===== src/rtl/ram8_fifo_ctrl_if.sv =====
// Handshake and RAM8 port bundle for ram8_fifo_ctrl.
// Error flag signals exist only when RAM8_FIFO_ERR_EN is defined.
interface ram8_fifo_ctrl_if;
    logic        push_valid;
    logic        push_ready;
    logic [15:0] push_data;
    logic        pop_valid;
    logic        pop_ready;
    logic [15:0] pop_data;
    logic [2:0]  ram_addr;
    logic [15:0] ram_in;
    logic        ram_write;
    logic [15:0] ram_out;
    logic [3:0]  count;
    logic        full;
    logic        empty;
`ifdef RAM8_FIFO_ERR_EN
    logic        overflow_err;
    logic        underflow_err;
`endif

    // Producer, consumer and RAM8 side.
    modport master (
        output push_valid, push_data, pop_ready, ram_out,
        input  push_ready, pop_valid, pop_data, ram_addr, ram_in, ram_write,
        input  count, full, empty
`ifdef RAM8_FIFO_ERR_EN
        , input overflow_err, underflow_err
`endif
    );

    // Controller side.
    modport slave (
        input  push_valid, push_data, pop_ready, ram_out,
        output push_ready, pop_valid, pop_data, ram_addr, ram_in, ram_write,
        output count, full, empty
`ifdef RAM8_FIFO_ERR_EN
        , output overflow_err, underflow_err
`endif
    );
endinterface


===== src/rtl/ram8_fifo_ctrl.sv =====
// Eight-entry 16-bit FIFO controller owning the single RAM8 port, with round-robin push/pop arbitration.
// Optional sticky overflow/underflow flags are built when RAM8_FIFO_ERR_EN is defined.
module ram8_fifo_ctrl (
    input  logic            clk,
    input  logic            reset,
    ram8_fifo_ctrl_if.slave bus
);
    typedef enum logic {
        PREF_POP  = 1'b0,
        PREF_PUSH = 1'b1
    } pref_e;

    logic [2:0] wr_ptr_q, wr_ptr_d;
    logic [2:0] rd_ptr_q, rd_ptr_d;
    logic [3:0] count_q,  count_d;
    pref_e      pref_q,   pref_d;

    logic full, empty;
    logic want_push, want_pop;
    logic grant_push, grant_pop;

    always_comb begin
        full       = (count_q == 4'd8);
        empty      = (count_q == 4'd0);
        want_push  = bus.push_valid & ~full;
        want_pop   = bus.pop_ready & ~empty;
        grant_push = want_push & (~want_pop | (pref_q == PREF_PUSH));
        grant_pop  = want_pop & ~grant_push;
    end

    always_comb begin
        bus.push_ready = ~full & ~(want_pop & (pref_q == PREF_POP));
        bus.pop_valid  = ~empty & ~(want_push & (pref_q == PREF_PUSH));
        // A write in flight while reset is asserted must not reach RAM8.
        bus.ram_write  = grant_push & ~reset;
        bus.ram_addr   = grant_push ? wr_ptr_q : rd_ptr_q;
        bus.ram_in     = bus.push_data;
        bus.pop_data   = bus.ram_out;
        bus.count      = count_q;
        bus.full       = full;
        bus.empty      = empty;
    end

    // NOTE: every always_comb output gets a default first so no latch is inferred.
    always_comb begin
        wr_ptr_d = wr_ptr_q;
        rd_ptr_d = rd_ptr_q;
        count_d  = count_q;
        pref_d   = pref_q;
        if (grant_push) begin
            wr_ptr_d = wr_ptr_q + 3'd1;
            count_d  = count_q + 4'd1;
        end else if (grant_pop) begin
            rd_ptr_d = rd_ptr_q + 3'd1;
            count_d  = count_q - 4'd1;
        end
        // Preference moves to the loser only when both sides contend.
        if (want_push & want_pop)
            pref_d = grant_push ? PREF_POP : PREF_PUSH;
    end

    // NOTE: sequential state uses non-blocking assignments so all flops update together.
    always_ff @(posedge clk or posedge reset) begin
        if (reset) begin
            wr_ptr_q <= 3'd0;
            rd_ptr_q <= 3'd0;
            count_q  <= 4'd0;
            pref_q   <= PREF_POP;
        end else begin
            wr_ptr_q <= wr_ptr_d;
            rd_ptr_q <= rd_ptr_d;
            count_q  <= count_d;
            pref_q   <= pref_d;
        end
    end

`ifdef RAM8_FIFO_ERR_EN
    logic overflow_q, underflow_q;

    always_ff @(posedge clk or posedge reset) begin
        if (reset) begin
            overflow_q  <= 1'b0;
            underflow_q <= 1'b0;
        end else begin
            if (bus.push_valid & full)
                overflow_q <= 1'b1;
            if (bus.pop_ready & empty)
                underflow_q <= 1'b1;
        end
    end

    always_comb begin
        bus.overflow_err  = overflow_q;
        bus.underflow_err = underflow_q;
    end
`endif
endmodule


===== src/flat_wrapper.sv =====
// flat-port wrapper written by rule: the top's interface ports become plain ports
module ram8_fifo_ctrl_flat 
  (clk, reset, bus_push_valid, bus_push_data, bus_pop_ready, bus_ram_out, bus_push_ready, bus_pop_valid, bus_pop_data, bus_ram_addr, bus_ram_in, bus_ram_write, bus_count, bus_full, bus_empty);
  ram8_fifo_ctrl_if bus_i ();
  input  logic clk;
  input  logic reset;
  input wire logic [$bits(bus_i.push_valid)-1:0] bus_push_valid;
  input wire logic [$bits(bus_i.push_data)-1:0] bus_push_data;
  input wire logic [$bits(bus_i.pop_ready)-1:0] bus_pop_ready;
  input wire logic [$bits(bus_i.ram_out)-1:0] bus_ram_out;
  output wire logic [$bits(bus_i.push_ready)-1:0] bus_push_ready;
  output wire logic [$bits(bus_i.pop_valid)-1:0] bus_pop_valid;
  output wire logic [$bits(bus_i.pop_data)-1:0] bus_pop_data;
  output wire logic [$bits(bus_i.ram_addr)-1:0] bus_ram_addr;
  output wire logic [$bits(bus_i.ram_in)-1:0] bus_ram_in;
  output wire logic [$bits(bus_i.ram_write)-1:0] bus_ram_write;
  output wire logic [$bits(bus_i.count)-1:0] bus_count;
  output wire logic [$bits(bus_i.full)-1:0] bus_full;
  output wire logic [$bits(bus_i.empty)-1:0] bus_empty;
  assign bus_i.push_valid = bus_push_valid;
  assign bus_i.push_data = bus_push_data;
  assign bus_i.pop_ready = bus_pop_ready;
  assign bus_i.ram_out = bus_ram_out;
  assign bus_push_ready = bus_i.push_ready;
  assign bus_pop_valid = bus_i.pop_valid;
  assign bus_pop_data = bus_i.pop_data;
  assign bus_ram_addr = bus_i.ram_addr;
  assign bus_ram_in = bus_i.ram_in;
  assign bus_ram_write = bus_i.ram_write;
  assign bus_count = bus_i.count;
  assign bus_full = bus_i.full;
  assign bus_empty = bus_i.empty;
  ram8_fifo_ctrl u_core (.clk(clk), .reset(reset), .bus(bus_i));
endmodule

===== config.mk =====
export PLATFORM = sky130hd
export DESIGN_NAME = ram8_fifo_ctrl_flat
export DESIGN_NICKNAME = d
export VERILOG_FILES = /design/src/rtl/ram8_fifo_ctrl_if.sv /design/src/rtl/ram8_fifo_ctrl.sv /design/src/flat_wrapper.sv
export SDC_FILE = /design/constraint.sdc
export NUM_CORES = 1
export LEC_CHECK = 0
export ABC_AREA = 1
export ABC_CLOCK_PERIOD_IN_PS = 2000
export CAP_MARGIN = 30
export CORE_ASPECT_RATIO = 0.9
export CORE_MARGIN = 5
export CORE_UTILIZATION = 29
export DETAILED_ROUTE_END_ITERATION = 16
export PLACE_DENSITY = 0.84
export REMOVE_ABC_BUFFERS = 1
export SETUP_SLACK_MARGIN = 0.1
export SLEW_MARGIN = 40
export SYNTH_ARGS = -nofsm -noshare
export SYNTH_HDL_FRONTEND = slang
export SYNTH_SLANG_ARGS = --single-unit

===== constraint.sdc =====
create_clock -name clk -period 2 [get_ports clk]
set_input_delay 0.2 -clock clk [delete_from_list [all_inputs] [get_ports clk]]
set_output_delay 0.2 -clock clk [all_outputs]
set_load 0.005 [all_outputs]

## After elaboration in Yosys (flattened, before gate mapping)

Index checks and enable logic that the tools add are counted.

- $add $sub $neg: 4
- Equality and inequality tests: 1
- Multiplexer cells: 4
- Bitwise gates (word level): 19
- Reduce and logical (&&, ||, !) cells: 3

Operators with widths:

| cell | count |
|---|---|
| 1-bit bitwise AND | 10 |
| 4-bit two-way mux | 2 |
| 1-bit NOT | 8 |
| 3-bit by 1-bit adder with 3-bit output, second input constant | 2 |
| 4-bit by 1-bit adder with 4-bit output, second input constant | 1 |
| 4-bit equality test, second input constant | 1 |
| 4-bit zero test | 1 |
| 4-bit by 1-bit subtractor with 4-bit output, second input constant | 1 |
| 3-bit two-way mux | 1 |
| 2-bit AND reduction | 1 |
| 2-bit nonzero test | 1 |
| 1-bit two-way mux | 1 |
| 1-bit OR | 1 |

- Register bits: 11
- Input bits: 36
- Output and inout bits: 44
- Logic and storage cells: 35

## Longest topological paths before layout

Gate-level depths: netlist of the first run.

- Depth in word-level cells: 10
- Mapped depth: 14
- Depth with buffers taken out: 13

## Least setup slack after synthesis of the first run

No wires, ideal clock.

- Path type: register to register
- Start: reg u_core.count_q[0] (netlist: u_core.bus.count[0])
- End: reg u_core.count_q[3] (netlist: u_core.bus.count[3])
- Setup time: 0.117 ns
- Arrival: 1.781 ns
- Required time: 1.883 ns
- Setup slack: 0.102 ns
- Stages on the path, launching flop included: 13
- Buffers on the path: 1
- Period minus slack after synthesis: 1.898 ns
- Cell sequence: dfrtp_1 > nor2_4 > nand2_4 > nand3_4 > nand2_4 > buf_6 > ha_1 > nand2_1 > nand3b_2 > nand3_2 > nand2_1 > nand2_1 > nand2_1

- Cells in the longest elaborated chain, start to end: 9
- Elaborated cells on any way between the ends: 16
- Those cells by class: add/sub: 2; eq/ne: 1; mux: 2; bitwise: 9; reduce/logical: 2

Ends and longest elaborated chain:

| item | RTL line | source |
|---|---|---|
| start, declared | ram8_fifo_ctrl.sv:15 | `logic [3:0] count_q, count_d;` |
| start signal, assigned | ram8_fifo_ctrl.sv:72 | `count_q <= count_d;` |
| 4-bit zero test | ram8_fifo_ctrl.sv:24 | `empty = (count_q == 4'd0);` |
| 1-bit NOT | ram8_fifo_ctrl.sv:26 | `want_pop = bus.pop_ready & ~empty;` |
| 1-bit bitwise AND | ram8_fifo_ctrl.sv:26 |  |
| 1-bit NOT | ram8_fifo_ctrl.sv:27 | `grant_push = want_push & (~want_pop \| (pref_q == PREF_PUSH));` |
| 1-bit OR | ram8_fifo_ctrl.sv:27 |  |
| 1-bit bitwise AND | ram8_fifo_ctrl.sv:27 |  |
| 1-bit NOT | ram8_fifo_ctrl.sv:28 | `grant_pop = want_pop & ~grant_push;` |
| 1-bit bitwise AND | ram8_fifo_ctrl.sv:28 |  |
| 2-bit nonzero test (no source line) | - |  |

Several ways; a longest one is shown, not always the timed one. The select of a mux whose other input is x is not followed.
A chain may end at the register's enable or synchronous reset.

## Final worst setup path of the first run

Ends and elaborated chain as after synthesis.

==> results_dict.tcl, run 1 <==
set metrics [dict create \
    synthesis.area_per_instance_um2 8.275 \
    die-height_um 65.28 \
    clockBufferDepth 2 \
    antenna_found_initial 0 \
    track_usage_pct 12.96 \
    met2RoutedLength_um 1073 \
    wire_length_of_the_first_global_routing_pass_um 4312 \
    number_of_detailed_route_iterations_in_the_first_pass 4 \
    critical-path-slowest-cell "sky130_fd_sc_hd__dfrtp_1" \
    clock_skew_ns 0.0003640 \
    critical_path.n_buffers_inverters 0 \
    post_synth_inst_count 119 \
    post_synth_instance_area_um2 984.7 \
    grt-ovfl-total 0 \
    synth.distinct_cells 24 \
    ctsRootBufferMaster "sky130_fd_sc_hd__clkbuf_8" \
    met1Wirelength_um 1343 \
    synthXorXnorAreaFrac_pct 4.447 \
    drv_cap 0 \
    final_cell_mix "sky130_fd_sc_hd__nand2_1 (18), sky130_fd_sc_hd__inv_1 (16), sky130_fd_sc_hd__buf_4 (13)" \
    critPathMostFrequentCell "sky130_fd_sc_hd__nand2_1" \
    core_region_area_um2 3328 \
    timing.max_slew.rel_slack_pct 71.90 \
    largest_family_of_logic_cells_by_synthesized_area "buffers and inverters" \
    synthToLayoutAreaGrowth_pct 12.45 \
    area_of_all_sequential_standard_cells_um2 276.5 \
    rsz0062_at_grt "true" \
    top_layer "met3" \
    synthSimpleGateAreaFrac_pct 21.47 \
    antenna_cells 0 \
    chipWidth_um 71.42 \
    timing_hold_violations_final 0 \
    nNetsFinal 160 \
    final.period_utilization_pct 91.75 \
    multiInputGateArea_um2 407.9 \
    vias_per_cell 4.423 \
    share_of_synthesized_area_spent_on_multiplexers_pct 3.431 \
    post_dp_hpwl_um 2239 \
    timing_worst_slew_pin_value_ns 0.4210 \
    worstSetupEndpointType "flop" \
    vdd.ir_drop.worst_mv 0.7066 \
    clk-insertion-delay-late_ns 0.24 \
    yosysSeqAreaShare_pct 27.95 \
    power.leakage_nw 0.5812 \
    min_path_type "input port to asynchronous set/reset pin" \
    setup.worst_path.class "flop to flop" \
    place_area_um2 983.4 \
    finalWorstPathRequiredPeriod_ns 1.835 \
    fillers 345 \
    ys_seq_elements 11 \
    detail_route.wl_per_cell_um 17.99 \
    run_status "complete, no violations" \
    cp_data_arrival_time_ns 2.01 \
    grt_start_max_net_pins 12 \
    top_level_ports 80 \
    placement.io_buffers 15 \
    tritoncts "yes" \
    number_of_nets_with_antenna_violations_after_detailed_routing 0 \
    maxSlewViolCount 0 \
    setup_viol 0 \
    clkTransAtPathRegs_ns 0.05 \
    std_cell_rows 20 \
    route.detailed.drc 0 \
    h-tree-depth 1 \
    cts_made_buffers 3 \
    start_kind "flop" \
    wl_um 2933 \
    numClockSinks 11 \
    routabilityCongestion 0.7520 \
    totalNegativeSetupSlack_ns 0 \
    first_iter_violations 3 \
    yosysTopAreaCellShare_pct 27.95 \
    layout.cells.most_common "sky130_fd_sc_hd__nand2_1" \
    f_max_ghz 0.5450 \
    dr_wl_met3_um 515 \
    ordered_list_of_cells_on_the_worst_path "nor2_4 -> nand2_4 -> nand3_4 -> nand2_4 -> ha_1 -> nand2_1 -> nand3b_2 -> nand2_1 -> nand2_1 -> nand2_1 -> nand2_1 -> nand2_1" \
    cp_top_family "simple AND/OR/NAND/NOR gates" \
    critPathMaxFanout 7 \
    design.die.area_um2 4662 \
    yosys.area_share.adder_pct 5.083 \
    synth.area.top_cells "sky130_fd_sc_hd__dfrtp_1 (28%), sky130_fd_sc_hd__buf_4 (24%), sky130_fd_sc_hd__nand2_1 (7.2%), sky130_fd_sc_hd__inv_1 (6.1%), sky130_fd_sc_hd__ha_1 (5.1%)" \
    first_global_vias 756 \
    syn_warnings 0 \
    postCtsHoldBufs 0 \
    area_of_all_placed_cells_without_fillers_um2 1107 \
    drive_above_1_share_pct 29.41 \
    critical_path.max_stage_delay_ns 0.40 \
    worst-endpoint-required_ns 2.18 \
    synth_compound_gate_area_share_pct 5.591 \
    initial_core_util_pct 29.59 \
    power_density_nw_per_um2 1611 \
    yosys.area.top_type "sky130_fd_sc_hd__dfrtp_1" \
    num_vias 721 \
]
-- Yosys cell counts --
library cell	instances
sky130_fd_sc_hd__nand4_1	1
sky130_fd_sc_hd__nand3_4	1
sky130_fd_sc_hd__nor2_2	1
sky130_fd_sc_hd__xnor2_1	2
sky130_fd_sc_hd__inv_2	1
sky130_fd_sc_hd__inv_1	16
sky130_fd_sc_hd__nand2_1	19
sky130_fd_sc_hd__mux2_2	3
sky130_fd_sc_hd__o22a_1	1
sky130_fd_sc_hd__buf_4	32
sky130_fd_sc_hd__buf_6	1
sky130_fd_sc_hd__nand3b_2	1
sky130_fd_sc_hd__ha_1	4
sky130_fd_sc_hd__nand3_1	7
sky130_fd_sc_hd__nand2_4	2
sky130_fd_sc_hd__nor2_4	1
sky130_fd_sc_hd__a21oi_4	1
sky130_fd_sc_hd__nor2_1	2
sky130_fd_sc_hd__nand2_2	2
sky130_fd_sc_hd__xor2_1	3
sky130_fd_sc_hd__a21oi_1	1
sky130_fd_sc_hd__dfrtp_1	11
sky130_fd_sc_hd__nand3_2	1
sky130_fd_sc_hd__o21ai_0	5
-- cells by family (layout without fill, tap and decap cells) --
group | after synthesis | count (layout)
AO/OA/AOI/OAI | 8 | 8
XOR/XNOR | 5 | 5
adder cells (fa/ha/maj) | 4 | 4
buffers and inverters | 50 | 50
flip-flops | 11 | 11
multiplexers | 3 | 3
AND/OR/NAND/NOR | 38 | 38
-- repair_timing --
item,CTS,global route
resized for setup,8,6
buffers inserted,4,4
setup endpoints to repair,7,5
pin swaps,3,2
-- state kept, by name (all words and copies together), names as in the netlist --
signal,cells
u_core.bus.count,4
u_core.rd_ptr_q,3
u_core.wr_ptr_q,3
u_core.pref_q,1
-- layout make-up --
type | count | area share (%)
well taps | 44 | 4.972
multi-input cells | 58 | 36.84
clock buffers | 4 | 4.068
inverters | 17 | 5.763
repair buffers | 29 | 23.39
flip-flops and latches | 11 | 24.97
-- routing by layer --
layer  vias to the layer above  global-route usage [%]
met5                         -                   12.35
met4                         0                   5.399
met3                         0                   13.76
met2                        62                   12.73
met1                       324                   15.71
li1                        335                       -
-- worst reg2reg max path: cells and delay by family (launching register included) --
kind          cells  cell delay, ns
simple gates     11            1.03
flops             1            0.40
fa+ha+maj         1            0.35
-- final timing paths --
check	startpoint	to	slack (ns)	cells past startpoint
max in group asynchronous	reset	u_core.bus.count[1]	1.40	2
worst max register to register	u_core.bus.count[0]	u_core.bus.count[3]	0.17	12
worst min-delay path	reset	u_core.wr_ptr_q[1]	0.29	2
min in group clk	bus_push_data[4]	bus_ram_in[4]	0.40	0
worst max-delay path	u_core.bus.count[0]	u_core.bus.count[3]	0.17	12
worst min register to register	u_core.rd_ptr_q[2]	u_core.rd_ptr_q[2]	0.47	1
-- report_power, final --
group	internal (W)	leakage, nW	switching, W
registers	0.000346	0.128	0.0000926
logic	0.000583	0.430	0.000537
clock network	0.000140	0.0228	0.0000859
total	0.00107	0.581	0.000715
-- per-stage QoR --
step / utilization, % / worst slack (ns) / power (W) / hold slack (ns) / instances
5_1_grt: 33.27 / 0.06744 / 0.001949 / 0.3218 / 163
3_3_place_gp: 29.55 / 0.03599 / 0.001439 / 0.4001 / 151
2_1_floorplan: - / 0.1757 / 0.001040 / 0.05244 / 86
3_5_place_dp: 29.55 / 0.03129 / 0.001467 / 0.4001 / 151
4_1_cts: 31.77 / 0.01248 / 0.001736 / 0.2996 / 159
6_report: 33.27 / 0.1651 / 0.001784 / 0.2875 / 163
(Power assumes the default switching activity.)
==> run 2, diff against run 1 <==
Settings changed: ABC_CLOCK_PERIOD_IN_PS 2000 to unset.
==> results of run 2 <==
Final layout, timing and power as in run 1 (identical DEF).
